## src/rtl/jtcps1_pkg.sv

```systemverilog
// Shared CPS1 GFX ROM arbitration constants: layer codes, bank offsets, FSM states.
package jtcps1_pkg;

  localparam int unsigned NumReq = 5;

  // Layer code doubles as the requester index
  typedef enum logic [2:0] {
    LayerObj  = 3'b000,
    LayerScr1 = 3'b001,
    LayerScr2 = 3'b010,
    LayerScr3 = 3'b011,
    LayerStar = 3'b100
  } layer_e;

  localparam logic [9:0]  BankAOffset = 10'd40;
  localparam logic [9:0]  BankBOffset = 10'd32;
  localparam logic [31:0] BlankWord   = 32'hFFFF_FFFF;

  typedef enum logic [1:0] {
    StIdle,
    StIssue,
    StBlank
  } arb_state_e;

endpackage

```

## src/rtl/jtcps1_gfx_mappers.sv

```systemverilog
// Combinational layer-to-ROM-bank mapping of the upper address bits.
module jtcps1_gfx_mappers
  import jtcps1_pkg::*;
(
  input  logic [2:0] layer_i,
  input  logic [9:0] cin_i,
  output logic [9:0] cout_o
);

  // cin_i[6] is addr[16]; offset adds are 10-bit and never touch addr[9:0]
  always_comb begin
    cout_o = {1'b0, cin_i[8:0]};
    if (layer_i == LayerObj && cin_i[6]) begin
      cout_o = {7'd0, cin_i[2:0]} + BankAOffset;
    end else if (layer_i == LayerScr3) begin
      cout_o = {7'd0, cin_i[2:0]} + BankBOffset;
    end
  end

endmodule

```

## src/rtl/jtcps1_gfx_rom_arb.sv

```systemverilog
// Round-robin arbiter sharing the GFX ROM between OBJ, SCR1-3 and STAR readers.
module jtcps1_gfx_rom_arb
  import jtcps1_pkg::*;
(
  input  logic        clk,
  input  logic        rst,
  input  logic        obj_cs_i,
  input  logic [19:0] obj_addr_i,
  output logic        obj_ok_o,
  output logic [31:0] obj_data_o,
  input  logic        scr1_cs_i,
  input  logic [19:0] scr1_addr_i,
  output logic        scr1_ok_o,
  output logic [31:0] scr1_data_o,
  input  logic        scr2_cs_i,
  input  logic [19:0] scr2_addr_i,
  output logic        scr2_ok_o,
  output logic [31:0] scr2_data_o,
  input  logic        scr3_cs_i,
  input  logic [19:0] scr3_addr_i,
  output logic        scr3_ok_o,
  output logic [31:0] scr3_data_o,
  input  logic        star_cs_i,
  input  logic [19:0] star_addr_i,
  output logic        star_ok_o,
  output logic [31:0] star_data_o,
  output logic        rom_cs_o,
  output logic [19:0] rom_addr_o,
  input  logic        rom_ok_i,
  input  logic [31:0] rom_data_i
);

  logic [NumReq-1:0] cs;
  logic [19:0]       addr [NumReq];

  arb_state_e        state_q;
  logic [2:0]        last_q;
  logic [2:0]        sel_q;
  logic              rom_cs_q;
  logic [19:0]       rom_addr_q;
  logic [NumReq-1:0] ok_q;
  logic [31:0]       data_q [NumReq];

  logic              gnt_vld;
  logic [2:0]        gnt_idx;
  logic [19:0]       gnt_raw;
  logic [19:0]       gnt_addr;
  logic              gnt_unmapped;
  logic [9:0]        gnt_cout;

  assign cs      = {star_cs_i, scr3_cs_i, scr2_cs_i, scr1_cs_i, obj_cs_i};
  assign addr[0] = obj_addr_i;
  assign addr[1] = scr1_addr_i;
  assign addr[2] = scr2_addr_i;
  assign addr[3] = scr3_addr_i;
  assign addr[4] = star_addr_i;

  // Round-robin search from last granted + 1; a requester whose ok is high this
  // cycle is still holding its old cs, so it is not yet a new request.
  always_comb begin
    int unsigned k;
    gnt_vld = 1'b0;
    gnt_idx = last_q;
    k       = 0;
    for (int unsigned i = 1; i <= NumReq; i++) begin
      k = (32'(last_q) + i) % NumReq;
      if (!gnt_vld && cs[k] && !ok_q[k]) begin
        gnt_vld = 1'b1;
        gnt_idx = k[2:0];
      end
    end
  end

  jtcps1_gfx_mappers u_mappers (
    .layer_i (gnt_idx),
    .cin_i   (gnt_raw[19:10]),
    .cout_o  (gnt_cout)
  );

  // Final ROM address of the candidate and the unmapped SCR3 decision
  always_comb begin
    gnt_raw      = addr[gnt_idx];
    gnt_unmapped = (gnt_idx == LayerScr3) && gnt_raw[16];
    gnt_addr     = (gnt_idx == LayerStar) ? gnt_raw : {gnt_cout, gnt_raw[9:0]};
  end

  // Arbitration FSM with registered memory and requester outputs
  always_ff @(posedge clk or posedge rst) begin
    if (rst) begin
      state_q    <= StIdle;
      last_q     <= LayerStar;
      sel_q      <= LayerObj;
      rom_cs_q   <= 1'b0;
      rom_addr_q <= '0;
      ok_q       <= '0;
      for (int i = 0; i < int'(NumReq); i++) data_q[i] <= '0;
    end else begin
      ok_q <= '0;
      unique case (state_q)
        StIdle: begin
          if (gnt_vld) begin
            last_q <= gnt_idx;
            sel_q  <= gnt_idx;
            if (gnt_unmapped) begin
              state_q <= StBlank;
            end else begin
              rom_addr_q <= gnt_addr;
              rom_cs_q   <= 1'b1;
              state_q    <= StIssue;
            end
          end
        end
        StIssue: begin
          if (rom_ok_i) begin
            rom_cs_q <= 1'b0;
            state_q  <= StIdle;
            // Abandoned request: access finishes but the data is dropped
            if (cs[sel_q]) begin
              data_q[sel_q] <= rom_data_i;
              ok_q[sel_q]   <= 1'b1;
            end
          end
        end
        StBlank: begin
          data_q[sel_q] <= BlankWord;
          ok_q[sel_q]   <= 1'b1;
          state_q       <= StIdle;
        end
        default: state_q <= StIdle;
      endcase
    end
  end

  assign rom_cs_o    = rom_cs_q;
  assign rom_addr_o  = rom_addr_q;
  assign obj_ok_o    = ok_q[0];
  assign scr1_ok_o   = ok_q[1];
  assign scr2_ok_o   = ok_q[2];
  assign scr3_ok_o   = ok_q[3];
  assign star_ok_o   = ok_q[4];
  assign obj_data_o  = data_q[0];
  assign scr1_data_o = data_q[1];
  assign scr2_data_o = data_q[2];
  assign scr3_data_o = data_q[3];
  assign star_data_o = data_q[4];

endmodule

```

## config.mk

```make
export PLATFORM = sky130hd
export DESIGN_NAME = jtcps1_gfx_rom_arb
export DESIGN_NICKNAME = d
export VERILOG_FILES = /design/src/rtl/jtcps1_pkg.sv /design/src/rtl/jtcps1_gfx_mappers.sv /design/src/rtl/jtcps1_gfx_rom_arb.sv
export SDC_FILE = /design/constraint.sdc
export NUM_CORES = 1
export LEC_CHECK = 0
export BUFFER_PORTS_ARGS = -buffer_cell sky130_fd_sc_hd__buf_2
export CORE_MARGIN = 2
export CORE_UTILIZATION = 37
export CTS_CLUSTER_DIAMETER = 30
export DETAILED_ROUTE_END_ITERATION = 10
export REMOVE_ABC_BUFFERS = 1
export SETUP_SLACK_MARGIN = 0.15
export SYNTH_ARGS = -nofsm -noshare
export SYNTH_HDL_FRONTEND = slang
export SYNTH_SLANG_ARGS = --single-unit
```

## constraint.sdc

```tcl
create_clock -name clk -period 7.4 [get_ports clk]
set_input_delay 0.37 -clock clk [delete_from_list [all_inputs] [get_ports clk]]
set_output_delay 0.37 -clock clk [all_outputs]
set_load 0.01 [all_outputs]
```

==> impl_metrics.ini <==
[timing]
post-route-period-util_pct = 83.5
slew_violations = 0
rsz0062_at_grt = no
max_clock_freq_mhz = 162
min_period_ns = 6.18
worst_pin_slew_ns = 0.951
fin_skew_ns = 0.0234
timing.hold.ws_ns = 0.108
relSlewSlack_pct = 36.6
fin_tns_setup_ns = 0
finalSetupViolations = 0
finalHoldViolCount = 0

[setup_path]
worstPathRequired_ns = 7.71
path_max_fanout = 38
critPathKind = register to register
cpPeakStageDelay_ns = 0.83
path_delay_family = compound AO/OA/AOI/OAI gates
cp-start-kind = register
path_cells = inv_1 > ha_1 > o31ai_1 > xnor2_1 > ha_1 > nand2b_1 > o21ai_0 > a211oi_1 > o21ai_0 > a21oi_1 > o221a_2 > a2bb2oi_1 > o21a_4 > a41oi_4 > nand2_2 > o211ai_1
endpoint_kind = register
critical_path_buf_inv_count = 1
critPathArrivalTime_ns = 6.49
slowest_stage = dfstp_2

[synthesis]
synthDominantCellAreaShare_pct = 47.5
synth-edff-count = 0
yosys_warnings = 0
async_flop_share_pct = 100
netlist_instances = 1038
synth_largest_area_cell = dfrtp_1
ys_seq_area_share_pct = 47.8
yosysUniqueCellTypes = 90
synth_seq_cells = 192
synth_ff_type = dfrtp_1
yosys-top-cells-area = dfrtp_1 (48%), a21oi_1 (9.2%), nor2_1 (8.1%)
syn_avg_cell_area_um2 = 9.69
synthesis.area_um2 = 10100

[drt]
wire_per_inst_um = 18.3
via_per_inst = 5.26
drcViolationCount = 0
routed_wl_mm = 30.9
ant_nets = 0
dr.pass1.iters = 5
drtIter0Drc = 493
vias = 8879

[floorplanning]
die_width_um = 169
start_util_pct = 37.5
rows = 60
die_height_um = 169
ios = 326
fp.coreArea_um2 = 26800
die_area_um2 = 28500

[global_routing]
grt_pass1_wl_mm = 48.4
grt_usage_pct = 21.6
overflow = 0
grt_pass1_vias = 8734
antenna_found_initial = 0
grt_max_degree = 123

[place]
hpwl_mm = 21.4
portBuffers = 319
place_congestion = 0.831

[clock_network]
clk_pin_slew_ns = 0.09
post_cts_buffers = 0
clockBufferDepth = 2
clock-root-buffer = clkbuf_16
cts_tree = done
clkSinkCount = 192
clock_latency_ns = 0.46
numCtsBuffers = 17
hold_buffers = 0
htree_levels = 4
cts.repair.resized = 0

[run]
max_cap_violations = 0

[cells_and_area]
insertedDiodeCount = 0
final_cell_mix = buf_2 (319), nor2_1 (215), dfrtp_1 (191)
layout-drive-gt1-share_pct = 33.0
fin_nets = 1507
layout_commonest_cell = buf_2
area_growth_pct = 25.2

[run_status]
status = finished clean

[hold_path]
hold_path.class = primary input to asynchronous set/reset pin
-- metal layers --
layer | GRT usage, % | part of all wire, % | vias up
met5 | 0 | 0 | -
met3 | 6.85 | 8.1 | 35
met1 | 26.3 | 42 | 4261
met2 | 37.1 | 48 | 301
met4 | 5.85 | 1.8 | 0
li1 | - | - | 4282
-- final cells by class --
type | count | area [um^2]
Clock buffer | 17 | 425
Clock inverter | 15 | 236
Fill cell | 2615 | 14200
Inverter | 21 | 86.3
Multi-Input combinational cell | 767 | 4890
Sequential cell | 192 | 4810
Tap cell | 341 | 427
Timing Repair Buffer | 336 | 1720
-- synthesized netlist by cell type, types with 10 or more instances --
| cell | n |
|---|---|
| a21oi_1 | 184 |
| clkbuf_1 | 39 |
| dfrtp_1 | 191 |
| ha_1 | 32 |
| inv_1 | 18 |
| mux2_2 | 14 |
| mux2i_1 | 41 |
| nand2_1 | 37 |
| nand2b_1 | 13 |
| nand3_1 | 24 |
| nor2_1 | 217 |
| nor2b_1 | 10 |
| nor3_1 | 10 |
| nor4_1 | 10 |
| o211ai_1 | 10 |
| o211ai_2 | 14 |
| o21ai_0 | 10 |
-- cell families after synthesis --
kind of cell               synth area share [%]
xor gates and xnor gates                  0.958
adders and majority gates                  3.98
DFF                                        47.8
AOI/OAI and AO/OA                          20.2
buffers and inverters                      3.98
and+or+nand+nor                            16.7
muxes                                      6.47
-- through the flow --
step	std cells	utilization, %	setup WS, ns	cell area (um^2)
floorplan	980	-	0.400	9740
global placement	1657	44.5	1.35	11900
detailed placement	1657	44.5	1.27	11900
CTS	1689	47.0	1.25	12600
global route	1689	47.0	0.752	12600
finish	1689	47.0	1.22	12600
-- flip-flops by register name (all words and copies together) (netlist names), 3 cells and up --
signal       flops
last_q           3
obj_data_o      32
ok_q             5
rom_addr_o      20
scr1_data_o     32
scr2_data_o     32
scr3_data_o     32
star_data_o     32
-- final timing paths --
check                               startpoint         endpoint  slack (ns)  cells past startpoint
worst min register to register  rom_addr_o[19]   rom_addr_o[19]        0.48                      2
max in group asynchronous                  rst  scr3_data_o[23]        5.81                      3
worst max-delay path                 last_q[2]   rom_addr_o[17]        1.22                     16
min in group clk                star_addr_i[6]    rom_addr_o[6]        0.14                      3
worst max register to register       last_q[2]   rom_addr_o[17]        1.22                     16
worst min-delay path                       rst   rom_addr_o[10]        0.11                      2
-- worst reg2reg max path, cell delays in order, from the launching register on --
cell and delay [ns]:
dfstp_2 0.83, inv_1 0.28, ha_1 0.49, o31ai_1 0.34
xnor2_1 0.18, ha_1 0.30, nand2b_1 0.16, o21ai_0 0.10
a211oi_1 0.60, o21ai_0 0.19, a21oi_1 0.54, o221a_2 0.32
a2bb2oi_1 0.35, o21a_4 0.59, a41oi_4 0.19, nand2_2 0.41
o211ai_1 0.17
Power is left out: the tool's default activity adds up to more than one toggle a clock period on the data nets, which glitch-free logic cannot reach.
